**src/rtl/calc_operand_entry.sv**
```systemverilog
// Operand-entry sequencer: debounces enter/clear buttons and steps a four-state
// entry FSM that latches a BCD operand, an operator and a second BCD operand.
module calc_operand_entry #(
   parameter int DEBOUNCE_CYCLES = 250000
) (
   input  logic       clk,
   input  logic       rst_n,
   input  logic [3:0] sw,
   input  logic       btn_enter,
   input  logic       btn_clear,
   output logic [3:0] a,
   output logic [3:0] b,
   output logic [1:0] op,
   output logic [1:0] stage,
   output logic       operands_valid,
   output logic       digit_err
);

   localparam int CNT_W = (DEBOUNCE_CYCLES > 2) ? $clog2(DEBOUNCE_CYCLES) : 1;
   localparam logic [CNT_W-1:0] CNT_LAST = CNT_W'(DEBOUNCE_CYCLES - 1);

   typedef enum logic [1:0] {
      ENTER_A  = 2'b00,
      ENTER_OP = 2'b01,
      ENTER_B  = 2'b10,
      DONE     = 2'b11
   } stage_t;

   // Bit 0 is the enter button, bit 1 the clear button.
   logic [1:0]       btn_raw;
   logic [1:0]       sync_p0;
   logic [1:0]       sync_p1;
   logic [1:0]       level;
   logic [1:0]       level_d;
   logic [1:0]       press;
   logic [CNT_W-1:0] cnt [2];
   logic             enter_press;
   logic             clear_press;
   stage_t           state;

   assign btn_raw = {btn_clear, btn_enter};

   always_ff @(posedge clk or negedge rst_n) begin
      if (!rst_n) begin
         sync_p0 <= '0;
         sync_p1 <= '0;
         level   <= '0;
         level_d <= '0;
         cnt[0]  <= '0;
         cnt[1]  <= '0;
      end else begin
         sync_p0 <= btn_raw;
         sync_p1 <= sync_p0;
         level_d <= level;
         for (int i = 0; i < 2; i++) begin
            if (sync_p1[i] == level[i]) begin
               cnt[i] <= '0;
            end else if (cnt[i] == CNT_LAST) begin
               cnt[i]   <= '0;
               level[i] <= ~level[i];
            end else begin
               cnt[i] <= cnt[i] + CNT_W'(1);
            end
         end
      end
   end

   // Rising edge of the debounced level only; release is silent.
   assign press       = level & ~level_d;
   assign clear_press = press[1];
   assign enter_press = press[0] & ~press[1];

   always_ff @(posedge clk or negedge rst_n) begin
      if (!rst_n) begin
         state          <= ENTER_A;
         a              <= '0;
         b              <= '0;
         op             <= '0;
         operands_valid <= 1'b0;
         digit_err      <= 1'b0;
      end else if (clear_press) begin
         state          <= ENTER_A;
         a              <= '0;
         b              <= '0;
         op             <= '0;
         operands_valid <= 1'b0;
         digit_err      <= 1'b0;
      end else if (enter_press) begin
         case (state)
            ENTER_A: begin
               if (sw <= 4'd9) begin
                  a         <= sw;
                  digit_err <= 1'b0;
                  state     <= ENTER_OP;
               end else begin
                  digit_err <= 1'b1;
               end
            end
            ENTER_OP: begin
               op        <= sw[1:0];
               digit_err <= 1'b0;
               state     <= ENTER_B;
            end
            ENTER_B: begin
               // b = 0 with divide is passed through; the datapath owns that case.
               if (sw <= 4'd9) begin
                  b              <= sw;
                  digit_err      <= 1'b0;
                  state          <= DONE;
                  operands_valid <= 1'b1;
               end else begin
                  digit_err <= 1'b1;
               end
            end
            default: begin
               state          <= ENTER_A;
               operands_valid <= 1'b0;
            end
         endcase
      end
   end

   assign stage = state;

endmodule

```
**config.mk**
```make
export PLATFORM = sky130hd
export DESIGN_NAME = calc_operand_entry
export DESIGN_NICKNAME = d
export VERILOG_FILES = /design/src/rtl/calc_operand_entry.sv
export SDC_FILE = /design/constraint.sdc
export NUM_CORES = 1
export LEC_CHECK = 0
export ABC_AREA = 1
export CELL_PAD_IN_SITES_DETAIL_PLACEMENT = 1
export CELL_PAD_IN_SITES_GLOBAL_PLACEMENT = 1
export CORE_ASPECT_RATIO = 1.25
export CORE_UTILIZATION = 30
export CTS_CLUSTER_SIZE = 40
export DETAILED_ROUTE_END_ITERATION = 16
export PLACE_DENSITY = 0.56
export SLEW_MARGIN = 20
export SYNTH_ARGS = -nofsm -noshare
export SYNTH_HDL_FRONTEND = slang
export SYNTH_SLANG_ARGS = --single-unit
```
**constraint.sdc**
```tcl
create_clock -name clk -period 2.5 [get_ports clk]
set_clock_uncertainty 0.2 [all_clocks]
set_input_delay 0.25 -clock clk [delete_from_list [all_inputs] [get_ports clk]]
set_output_delay 0.25 -clock clk [all_outputs]
set_load 0.005 [all_outputs]
```
==> summary.txt <==
Place
  • Gpl congestion: 0.744
  • DP Wirelength: 5.19 mm
  • I/O Buffers: 21

Synth
  • Synth async-reset ratio: 100%
  • Count of unique library cells instantiated by Yosys: 28
  • Top post-synthesis cells by area: dfrtp_1 49%, nand2_1 11%, nor2_1 10%, inv_1 4.9%, nand3_1 4.2%
  • EDFF count, synth: 0
  • Post-synthesis register bit count: between 50 and 60
  • Post-Syn Nets: around 390
  • Post-Syn Area: roughly 3000 um2
  • Post-synth top cells: 86 x nand2_1, 81 x nor2_1, 58 x dfrtp_1
  • Synthesis Warnings: 0
  • Register area share after synthesis: 48.8%
  • Area leader, netlist: dfrtp_1
  • Post-Syn Instances: 374
  • Post-synth top area share: 48.8%
  • Top-count cell post-synth: nand2_1
  • Syn_area_per_cell: just under 8 um2
  • Top_reg_cell synth: dfrtp_1

Power
  • Switching pwr: 0.473 mW
  • Clk pwr share: 53.6%
  • Reg power frac: approximately 43%
  • Power Internal: 1.74 mW
  • Net Sw Frac: about a fifth
  • Static Leakage: 1.65 nW
  • Total power divided by cell area: a little over 600 nW/um2
  • Total Power: 2.22 mW
  • Worst VDD drop: approximately 0.38 mV
  • Gate power share: 3.1%

Setup path
  • RR Startpoint: cnt[18]$_DFF_PN0_
  • Worst reg2reg setup slack: 790 ps
  • Critical Path RT: 2520 ps
  • Setup crit start kind: flip-flop
  • Arrival time worst endpoint: 1730 ps
  • Max Fanout on Critical Path: 7
  • Crit. End Element: flip-flop
  • Worst reg2reg endpoint: cnt[34]$_DFF_PN0_
  • Crit Path Category: reg2reg
  • Worst r2r path cells: 10

CTS
  • Inserted Clock Buffers: 9
  • Latest clock arrival within the worst-skew pair: approximately 330 ps
  • Clk buf depth: 2
  • Setup bufs post-CTS: 0
  • Worst-path clk slew: 50 ps
  • Clock root buffer master: clkbuf_16
  • TritonCTS clock tree: yes
  • Post-CTS sizing: 0
  • Clock sink total: 58
  • Htree depth: 3

Global route
  • Grt ovf: 0
  • Gr usage total: 15.7%
  • Largest net degree at the start of global routing: 59
  • Global-route wire length before repair: 12.6 mm
  • Number of antenna violations at the first check in global routing: 0
  • Vias in the first global route: 2,590

Timing
  • Max Slew Vio Count: 0
  • Worst Tran Pin Value: 757 ps
  • Fmax: approximately 600 MHz
  • Final min period: between 1500 and 2000 ps
  • Final setup vio count: 0
  • Unrepaired setup endpoints after global routing: no
  • Post-Route Hold Slack: 146 ps
  • Fin. Hold Viols: 0
  • Final period utilization: 68.3%
  • Setup_tns: 0 ps
  • Slew HR: 49.5%

Drt
  • DRT iter0 DRCs: 74
  • Vias per cell: 4.42
  • Via Count: 2,372
  • DRC errors left: 0
  • First-pass iteration count of the detailed router: 4
  • Final ANT Viol Nets: 0
  • Total Wirelength: 7.03 mm
  • Routed WL per cell: ~13 um

Floorplanning
  • Core Footprint: 9610 um2
  • FP Rows: 40
  • Die height: about 110 um
  • Starting Density: ~31%
  • Io pins: 22
  • Die width: between 90 and 100 um
  • Die area: roughly 10,000 um2

Worst hold path
  • Hold Path Cell Cnt: 0
  • Hold_sp: sync_p0[0]$_DFF_PN0_
  • WHS Endpoint: sync_p1[0]$_DFF_PN0_
  • Worst hold path type: reg2reg

Finish
  • Layout net count: 420
  • P&R area growth vs syn: 22.4%
  • Diodes inserted: 0
  • Layout cells sized above 1: 9.73%

Status
  • Status: finished, final reports clean

Run
  • Maxcap violations: 0
==> cells by family after synthesis <==
family	after synthesis	synth area share [%]
AOI/OAI and AO/OA	26	4.84
and+or+nand+nor	220	32.5
buffers and inverters	46	5.85
adders and majority gates	5	2.11
DFF	58	48.8
xor gates and xnor gates	19	5.85
==> repair_timing <==
| item | in CTS | in global routing |
|---|---|---|
| hold endpoints to repair | 58 | 0 |
| hold buffers | 1 | 0 |
| endpoints found under the setup margin | 0 | 0 |
==> layout make-up <==
class | count | area (um2)
sequential | 58 | 1450
fill | 1172 | 5970
inverter | 45 | 169
clock inverter | 2 | 10.0
multi-input combinational | 270 | 1350
clock buffer | 13 | 280
tap | 126 | 158
timing repair buffer | 23 | 223
==> cells in the final DEF (no fill, tap or decap), drive strengths merged <==
cell / synthesis / final
ha: 5 / 5
dfrtp: 58 / 58
and2: 3 / 3
xor2: 10 / 10
nand3b: 2 / 2
clkbuf: 0 / 13
nand4: 5 / 5
o21ai: 14 / 14
dlygate4sd3: 0 / 1
nor2: 90 / 90
clkinv: 0 / 2
a21oi: 8 / 8
nor3: 3 / 3
buf: 1 / 2
a22oi: 1 / 1
nand2: 90 / 90
nand3: 25 / 25
xnor2: 9 / 9
o211ai: 1 / 1
o21bai: 2 / 2
nor3b: 2 / 2
clkdlybuf4s50: 0 / 20
inv: 45 / 45
==> flip-flops by register name, summed over array words and instances (netlist names) <==
signal	flops
a	4
sync_p1	2
sync_p0	2
cnt	36
operands_valid	1
level_d	2
b	4
level	2
op	2
stage	2
digit_err	1
==> critical path: stages (launching register included) <==
cell	delay (ps)
dfrtp_1	370
ha_1	180
nand2_1	130
nor2_4	160
inv_2	60
nor2_2	140
nand2_2	110
nand2_4	130
inv_2	40
nand2_1	50
inv_1	30
==> how the worst max path moves through the flow <==
stage	from	to	cells after the start
detailed placement	sw[3]	b[2]$_DFFE_PN0P_	8
finish	cnt[18]$_DFF_PN0_	cnt[34]$_DFF_PN0_	10
CTS	cnt[18]$_DFF_PN0_	cnt[34]$_DFF_PN0_	10
floorplan	cnt[18]$_DFF_PN0_	cnt[34]$_DFF_PN0_	10
global route	cnt[18]$_DFF_PN0_	cnt[34]$_DFF_PN0_	10
global placement	sw[3]	b[2]$_DFFE_PN0P_	8
==> routing by layer <==
| metal | track usage (%) | vias to the layer above | routed length, um | part of all wire, % |
|---|---|---|---|---|
| met1 | 18.9 | 1118 | 3270 | 47 |
| li1 | - | 1227 | - | - |
| met2 | 27.2 | 18 | 3480 | 50 |
| met3 | 4.10 | 9 | 168 | 2.4 |
| met5 | 0 | - | 0 | 0 |
| met4 | 5.40 | 0 | 105 | 1.5 |
==> power by group through the flow <==
stage / Combinational [mW] / Clock, mW / Sequential, mW
after CTS: 0.0727 / 1.23 / 0.959
after floorplan: 0.0280 / 0 / 0.973
after global placement: 0.0703 / 0 / 0.975
final: 0.0685 / 1.19 / 0.959
after detailed placement: 0.0710 / 0 / 0.975
after global routing: 0.0803 / 1.27 / 0.960
==> per-stage QoR <==
stage	worst slack, ps	instance area [um2]	utilization [%]	instances
2_1_floorplan	987	2970	-	374
3_3_place_gp	763	3340	34.7	521
3_5_place_dp	711	3340	34.7	521
4_1_cts	753	3640	37.9	537
5_1_grt	594	3640	37.9	537
6_report	792	3640	37.9	537
Power figures use the tool's default switching activity.
